$ cat config.mk
export PLATFORM = sky130hd
export DESIGN_NAME = vertex_transform_flat
export DESIGN_NICKNAME = d
export VERILOG_FILES = /design/src/rtl/vertex_transform_if.sv /design/src/rtl/vertex_transform.sv /design/src/flat_wrapper.sv
export SDC_FILE = /design/constraint.sdc
export NUM_CORES = 2
export LEC_CHECK = 0
export CAP_MARGIN = 20
export CORE_MARGIN = 5
export CORE_UTILIZATION = 59
export DETAILED_ROUTE_END_ITERATION = 10
export DONT_BUFFER_PORTS = 1
export PLACE_DENSITY = 0.88
export SYNTH_ARGS = -nofsm -noshare
export SYNTH_HDL_FRONTEND = slang
export SYNTH_SLANG_ARGS = --single-unit
$ cat constraint.sdc
create_clock -name Clk -period 8.9 [get_ports Clk]
set_input_delay 2.225 -clock Clk [delete_from_list [all_inputs] [get_ports Clk]]
set_output_delay 2.225 -clock Clk [all_outputs]
set_load 0.03 [all_outputs]
$ cat src/rtl/vertex_transform_if.sv
// ---------------------------------------------------------------------------
// vertex_transform_if
// Bundles the vertex-in and vertex-out handshake channels of vertex_transform.
//
// Handshake: a transfer happens on a rising Clk edge where valid and ready are
// both high. A source holds its payload stable while valid is high and ready is
// low. Ready may be raised without valid.
//
// Signals
//   matrix     4x4 matrix, row-major, element m[4*r+c], signed Q2.12
//   vx/vy/vz   source vertex, signed Q8.8 (w is implicitly 1.0)
//   in_valid   producer offers a vertex/matrix pair
//   in_ready   transformer can accept a vertex
//   ox/oy/oz   transformed vertex, signed Q8.8
//   sat        at least one of ox/oy/oz was clamped
//   out_valid  ox/oy/oz/sat are valid
//   out_ready  consumer accepts the result
//
// Modports: master = producer/consumer side, slave = the transformer.
// ---------------------------------------------------------------------------
interface vertex_transform_if #(
    parameter int VW = 16,
    parameter int MW = 14
);
    logic [15:0][MW-1:0] matrix;
    logic [VW-1:0]       vx;
    logic [VW-1:0]       vy;
    logic [VW-1:0]       vz;
    logic                in_valid;
    logic                in_ready;
    logic [VW-1:0]       ox;
    logic [VW-1:0]       oy;
    logic [VW-1:0]       oz;
    logic                sat;
    logic                out_valid;
    logic                out_ready;

    modport master (
        output matrix, vx, vy, vz, in_valid, out_ready,
        input  in_ready, ox, oy, oz, sat, out_valid
    );

    modport slave (
        input  matrix, vx, vy, vz, in_valid, out_ready,
        output in_ready, ox, oy, oz, sat, out_valid
    );
endinterface

$ cat src/rtl/vertex_transform.sv
// ---------------------------------------------------------------------------
// vertex_transform
// Multiplies a Q8.8 vertex (x, y, z, 1.0) by the top three rows of a Q2.12
// 4x4 matrix using one multiplier, one product per cycle (12 MAC cycles).
// Each row result is floor-shifted back to Q8.8 and clamped to the signed
// VW range; sat records any clamp.
//
// Ports
//   Clk      single clock, rising edge
//   Reset    synchronous, active-high
//   bus      vertex_transform_if.slave (vertex in / result out handshakes)
//   state_o  current FSM state (0 IDLE, 1 MAC, 2 DONE) for observation
// ---------------------------------------------------------------------------
module vertex_transform #(
    parameter int VW = 16,
    parameter int MW = 14
) (
    input  logic                 Clk,
    input  logic                 Reset,
    vertex_transform_if.slave    bus,
    output logic [1:0]           state_o
);
    // Four products of MW+VW bits plus two bits of headroom never overflow.
    localparam int PW = MW + VW;
    localparam int AW = (PW + 2 > 32) ? PW + 2 : 32;

    typedef enum logic [1:0] {
        IDLE = 2'd0,
        MAC  = 2'd1,
        DONE = 2'd2
    } state_t;

    state_t                     state_q, state_d;
    logic [15:0][MW-1:0]        mat_q;
    logic [2:0][VW-1:0]         vec_q;
    logic signed [AW-1:0]       acc_q;
    logic [1:0]                 r_q;
    logic [1:0]                 c_q;
    logic [VW-1:0]              ox_q, oy_q, oz_q;
    logic                       sat_q;

    logic                       accept;
    logic signed [MW-1:0]       elem;
    logic signed [VW-1:0]       v_sel;
    logic signed [PW-1:0]       prod;
    logic signed [AW-1:0]       prod_ext;
    logic signed [AW-1:0]       sum;
    logic signed [AW-1:0]       shifted;
    logic [AW-VW:0]             hi;
    logic                       ovf;
    logic [VW-1:0]              row_val;

    assign accept = (state_q == IDLE) && bus.in_valid;

    // ---------------- FSM: state register ----------------
    always_ff @(posedge Clk) begin
        if (Reset) state_q <= IDLE;
        else       state_q <= state_d;
    end

    // ---------------- FSM: next state ----------------
    always_comb begin
        state_d = state_q;
        case (state_q)
            IDLE:    if (bus.in_valid) state_d = MAC;
            MAC:     if (r_q == 2'd2 && c_q == 2'd3) state_d = DONE;
            DONE:    if (bus.out_ready) state_d = IDLE;
            default: state_d = IDLE;
        endcase
    end

    // ---------------- FSM: outputs ----------------
    always_comb begin
        bus.in_ready  = 1'b0;
        bus.out_valid = 1'b0;
        case (state_q)
            IDLE:    bus.in_ready  = 1'b1;
            DONE:    bus.out_valid = 1'b1;
            default: ;
        endcase
    end

    assign state_o = state_q;

    // ---------------- MAC datapath ----------------
    // {r,c} concatenated is exactly the row-major element index 4r+c.
    assign elem = $signed(mat_q[{r_q, c_q}]);

    always_comb begin
        v_sel = VW'(256);   // w = 1.0 in Q8.8
        case (c_q)
            2'd0:    v_sel = $signed(vec_q[0]);
            2'd1:    v_sel = $signed(vec_q[1]);
            2'd2:    v_sel = $signed(vec_q[2]);
            default: ;
        endcase
    end

    assign prod     = elem * v_sel;
    assign prod_ext = {{(AW-PW){prod[PW-1]}}, prod};
    assign sum      = acc_q + prod_ext;
    // Q10.20 -> Q8.8: arithmetic shift floors toward minus infinity.
    assign shifted  = sum >>> 12;

    // In range only when every bit from the VW sign bit upward agrees.
    assign hi      = shifted[AW-1:VW-1];
    assign ovf     = !((&hi) || !(|hi));
    assign row_val = ovf ? (shifted[AW-1] ? {1'b1, {(VW-1){1'b0}}}
                                          : {1'b0, {(VW-1){1'b1}}})
                         : shifted[VW-1:0];

    always_ff @(posedge Clk) begin
        if (Reset) begin
            mat_q <= '0;
            vec_q <= '0;
            acc_q <= '0;
            r_q   <= '0;
            c_q   <= '0;
            ox_q  <= '0;
            oy_q  <= '0;
            oz_q  <= '0;
            sat_q <= 1'b0;
        end else if (accept) begin
            mat_q <= bus.matrix;
            vec_q <= {bus.vz, bus.vy, bus.vx};
            acc_q <= '0;
            r_q   <= '0;
            c_q   <= '0;
            sat_q <= 1'b0;
        end else if (state_q == MAC) begin
            if (c_q == 2'd3) begin
                case (r_q)
                    2'd0:    ox_q <= row_val;
                    2'd1:    oy_q <= row_val;
                    default: oz_q <= row_val;
                endcase
                sat_q <= sat_q | ovf;
                acc_q <= '0;
                r_q   <= r_q + 2'd1;
                c_q   <= '0;
            end else begin
                acc_q <= sum;
                c_q   <= c_q + 2'd1;
            end
        end
    end

    assign bus.ox  = ox_q;
    assign bus.oy  = oy_q;
    assign bus.oz  = oz_q;
    assign bus.sat = sat_q;
endmodule

$ cat src/flat_wrapper.sv
// flat-port wrapper written by rule: the top's interface ports become plain ports
module vertex_transform_flat 
#(
    parameter int VW = 16,
    parameter int MW = 14
)
  (Clk, Reset, state_o, bus_matrix, bus_vx, bus_vy, bus_vz, bus_in_valid, bus_out_ready, bus_in_ready, bus_ox, bus_oy, bus_oz, bus_sat, bus_out_valid);
  vertex_transform_if #(.VW(VW), .MW(MW)) bus_i ();
  input  logic Clk;
  input  logic Reset;
  output logic [1:0] state_o;
  input wire logic [$bits(bus_i.matrix)-1:0] bus_matrix;
  input wire logic [$bits(bus_i.vx)-1:0] bus_vx;
  input wire logic [$bits(bus_i.vy)-1:0] bus_vy;
  input wire logic [$bits(bus_i.vz)-1:0] bus_vz;
  input wire logic [$bits(bus_i.in_valid)-1:0] bus_in_valid;
  input wire logic [$bits(bus_i.out_ready)-1:0] bus_out_ready;
  output wire logic [$bits(bus_i.in_ready)-1:0] bus_in_ready;
  output wire logic [$bits(bus_i.ox)-1:0] bus_ox;
  output wire logic [$bits(bus_i.oy)-1:0] bus_oy;
  output wire logic [$bits(bus_i.oz)-1:0] bus_oz;
  output wire logic [$bits(bus_i.sat)-1:0] bus_sat;
  output wire logic [$bits(bus_i.out_valid)-1:0] bus_out_valid;
  assign bus_i.matrix = bus_matrix;
  assign bus_i.vx = bus_vx;
  assign bus_i.vy = bus_vy;
  assign bus_i.vz = bus_vz;
  assign bus_i.in_valid = bus_in_valid;
  assign bus_i.out_ready = bus_out_ready;
  assign bus_in_ready = bus_i.in_ready;
  assign bus_ox = bus_i.ox;
  assign bus_oy = bus_i.oy;
  assign bus_oz = bus_i.oz;
  assign bus_sat = bus_i.sat;
  assign bus_out_valid = bus_i.out_valid;
  vertex_transform #(.VW(VW), .MW(MW)) u_core (.Clk(Clk), .Reset(Reset), .bus(bus_i), .state_o(state_o));
endmodule
==> results.md <==
- Final wirelength: approximately 73 mm
- FF-to-FF Start: u_core.c_q[0]
- RD Place Congestion: between 1 and 1.5
- Commonest cells post-synth: 740 x nand2_1, 359 x dfxtp_1, 353 x inv_1, 314 x a21oi_1, 272 x fa_1
- Vias in the first global route: around 22000
- Vias/cell: just over 6
- RR Endpoint: u_core.bus.oz[0]
- Final hold violation count: 0
- Proportion of synthesized area in mux cells: about 5.6%
- Hold Path Origin: u_core.mat_q[38]
- Synth Cell Area: 0.0253 mm^2
- Antenna violations before repair: 2
- CTS tree: built
- Largest area contributor in the netlist: dfxtp_1
- Chip Width: 217 um
- Setup TNS: 0 ns
- R2R Setup Slk: between 0.2 and 0.3 ns
- DRC viols: 0
- Setup Skew: between 0.01 and 0.015 ns
- CP max stage cell: mux4_2
- Seq/Total Area, Yosys: between 20% and 30%
- Primary FF master, synth: dfxtp_1
- Post-synth top area share: 28.4%
- Wire per inst: about 21 um
- Async SR Flop Fraction: 0%
- Kind of critical path: flip-flop to flip-flop
- Max transition margin: between 20% and 30%
- FMAX: 116 MHz
- Top post-synthesis cells by area: dfxtp_1 28%, fa_1 22%, nand2_1 11%
- DP HPWL: about 56 mm
- Pin count of the biggest net entering global routing: 325
- Hold_ws: about 0.45 ns
- Worst hold path depth: 2
- Pre-CTS setup slack: ~0.028 ns
- Inserted Clock Buffers: 39
- # rows: 75
- #FFs+latches synth: approximately 360
- Data arrival time of the worst path: ~9 ns
- Die H: 217 um
- CP Data Required Time: just over 9 ns
- Library cells used by synthesis: 75
- Run status: finished clean
- Fin nets: ~3500
- Mapped Avg Cell Area: roughly 8.6 um^2
- R2R cell count: 26
- CTS Sinks: roughly 360
- Most frequent cell on the critical path: fa_1
- Hold endpoint: u_core.mat_q[38]
- Worst-path maximum fanout: 18
- Min Tclk post-route: 8.61 ns
- Die area: roughly 0.047 mm^2
- Worst VDD drop: 163 uV
- Crit path buf inv count: 6
- ANT nets after route: 0
- Worst skew pair latency: 0.56 ns
- Area Overhead vs Synth: 7.65%
- Delay-heaviest family, CP: adder cells
- Worst-margin pin slew: between 1 and 1.5 ns
- Bufs on Longest Clock Path: 3
- Total congestion overflow: 0
- FF/Latch Area: 0.00719 mm^2
- Critical Path End Type: flip-flop
- H-tree depth: 2
- I/O pins: about 330
- Compound-Gate Fraction of Synth Area: between 10% and 20%
- Worst path max stage delay: slightly above 0.6 ns
- First-pass GRT wire length: approximately 110 mm
- Final Util: 64.6%
- Core area: 0.0421 mm^2
- Adder-Cell Fraction of Synth Area: around a quarter
- DR pass1 iterations: 6
- Fillers: around 3100
- Initial DRC Count: roughly 2000
- Critical path launch point type: flip-flop
- Initial Util: approximately 60%
- Final WS setup: 0.293 ns
- Post-Synth XOR/XNOR Area: roughly 1.2%
- Leakage: 11.9 nW
- Max Cap Viol: 0
- Layout cell share with drive strength beyond 1: about 9.8%
- Clock Pin Slew Worst Setup and Hold Paths: 0.06 ns
- Period Utilization, post-route: 96.7%
- PwrDens: between 150 and 200 mW/mm^2
- PortBufs: 0
- Final setup viols: 0
- Most frequent cell after synthesis: nand2_1
- Syn Nets: ~3600
- Number of synthesized flops with an enable pin: 0
- Fin. max-slew vios: 0
- Multi-input logic area: ~0.016 mm^2
- Yosys warnings: 0
- Cells after synthesis: between 2000 and 3000
- Simple-Gate Fraction of Synth Area: between 15 and 20%
- Vias: between 20000 and 25000
- Min-Delay Path Class: flip-flop to flip-flop
- Main combinational cell family by area after synthesis: adder cells
- Root Driver: clkbuf_16
- Overall Global Routing Usage: between 30 and 40%
placed cells by master (no fill, tap or decap), drive strengths merged, types with 13 or more instances in the layout:
cell / count
nand3: 13
xnor2: 26
nand2: 740
nand2b: 17
inv: 358
and2: 25
a211oi: 45
ha: 96
o21ai: 31
a21oi: 315
clkbuf: 57
nor3: 17
fa: 272
a31oi: 20
nor2: 221
a2bb2oi: 16
buf: 76
a31o: 14
o21a: 13
mux4: 62
dfxtp: 359
how the worst max path moves through the flow:
stage                     cells after the start     startpoint  slack (ns)           endpoint
final                                        26  u_core.c_q[0]        0.29   u_core.bus.oz[0]
after global routing                         28  u_core.c_q[0]       -0.06  u_core.bus.oz[14]
after CTS                                    28  u_core.c_q[0]        0.02  u_core.bus.ox[13]
after detailed placement                     28  u_core.c_q[1]        0.03  u_core.bus.oz[14]
after global placement                       24  u_core.c_q[0]        0.36   u_core.bus.oz[1]
after floorplan                              32  u_core.c_q[0]        0.03   u_core.bus.oy[9]
metrics by stage:
| stage | power, mW | cell area [um^2] | instances |
|---|---|---|---|
| after global placement | 3.30 | 25700 | 3364 |
| after floorplan | 3.05 | 25300 | 2931 |
| final | 5.06 | 27200 | 3449 |
| after CTS | 5.00 | 27000 | 3435 |
| after global routing | 5.29 | 27200 | 3449 |
| after detailed placement | 3.36 | 25700 | 3364 |
worst reg2reg max path, cell delays in order, from the launching register on:
cell	delay [ns]
dfxtp_4	0.39
buf_12	0.18
buf_4	0.25
mux4_2	0.55
mux4_2	0.62
buf_4	0.26
nand2_1	0.11
fa_1	0.41
inv_1	0.10
fa_1	0.43
fa_1	0.48
fa_1	0.51
fa_1	0.49
inv_1	0.05
fa_1	0.48
inv_1	0.05
ha_1	0.35
a21oi_1	0.28
o22ai_1	0.15
nor4_1	0.32
o21ai_0	0.24
o21a_4	0.29
o41ai_4	0.39
o211ai_1	0.23
a21o_4	0.40
a2bb2oi_1	0.34
a211oi_1	0.12
power by group:
| group | internal (mW) | switching, mW |
|---|---|---|
| combinational | 0.668 | 1.01 |
| clock | 0.932 | 0.706 |
| sequential | 1.69 | 0.0570 |
state kept, by name, indices dropped and copies added, names as in the netlist, 2 cells and up:
name            cells
u_core.acc_q       32
u_core.bus.ox      16
u_core.bus.oy      16
u_core.bus.oz      16
u_core.c_q          2
u_core.mat_q      224
u_core.r_q          2
u_core.state_o      2
u_core.vec_q       48
logic make-up after synthesis:
group | Yosys count
buf+inv | 524
simple gates | 1072
compound gates | 509
mux | 64
fa+ha+maj | 368
xor+xnor | 35
flops | 359
timing repair:
action,CTS,global route
hold buffers,0,0
buffers inserted,0,11
gates resized for setup,3,10
pin swaps,0,2
setup endpoints to repair,1,47
metal layers:
metal | track usage [%] | vias to the layer above | routed length [um]
li1 | - | 9254 | -
met1 | 36.7 | 10269 | 26400
met2 | 51.7 | 1121 | 35400
met3 | 5.68 | 320 | 6200
met4 | 17.4 | 2 | 5090
met5 | 0 | - | 57
layout make-up:
| type | count | share of cell area (%) |
|---|---|---|
| multi-input cells | 2048 | 59.0 |
| flip-flops and latches | 359 | 26.4 |
| inverters | 354 | 4.88 |
| clock buffers | 56 | 4.19 |
| well taps | 539 | 2.48 |
| repair buffers | 77 | 2.47 |
| clock inverters | 15 | 0.510 |
| diodes | 1 | 0.00919 |
No activity file was read; power rests on OpenSTA's default activity.
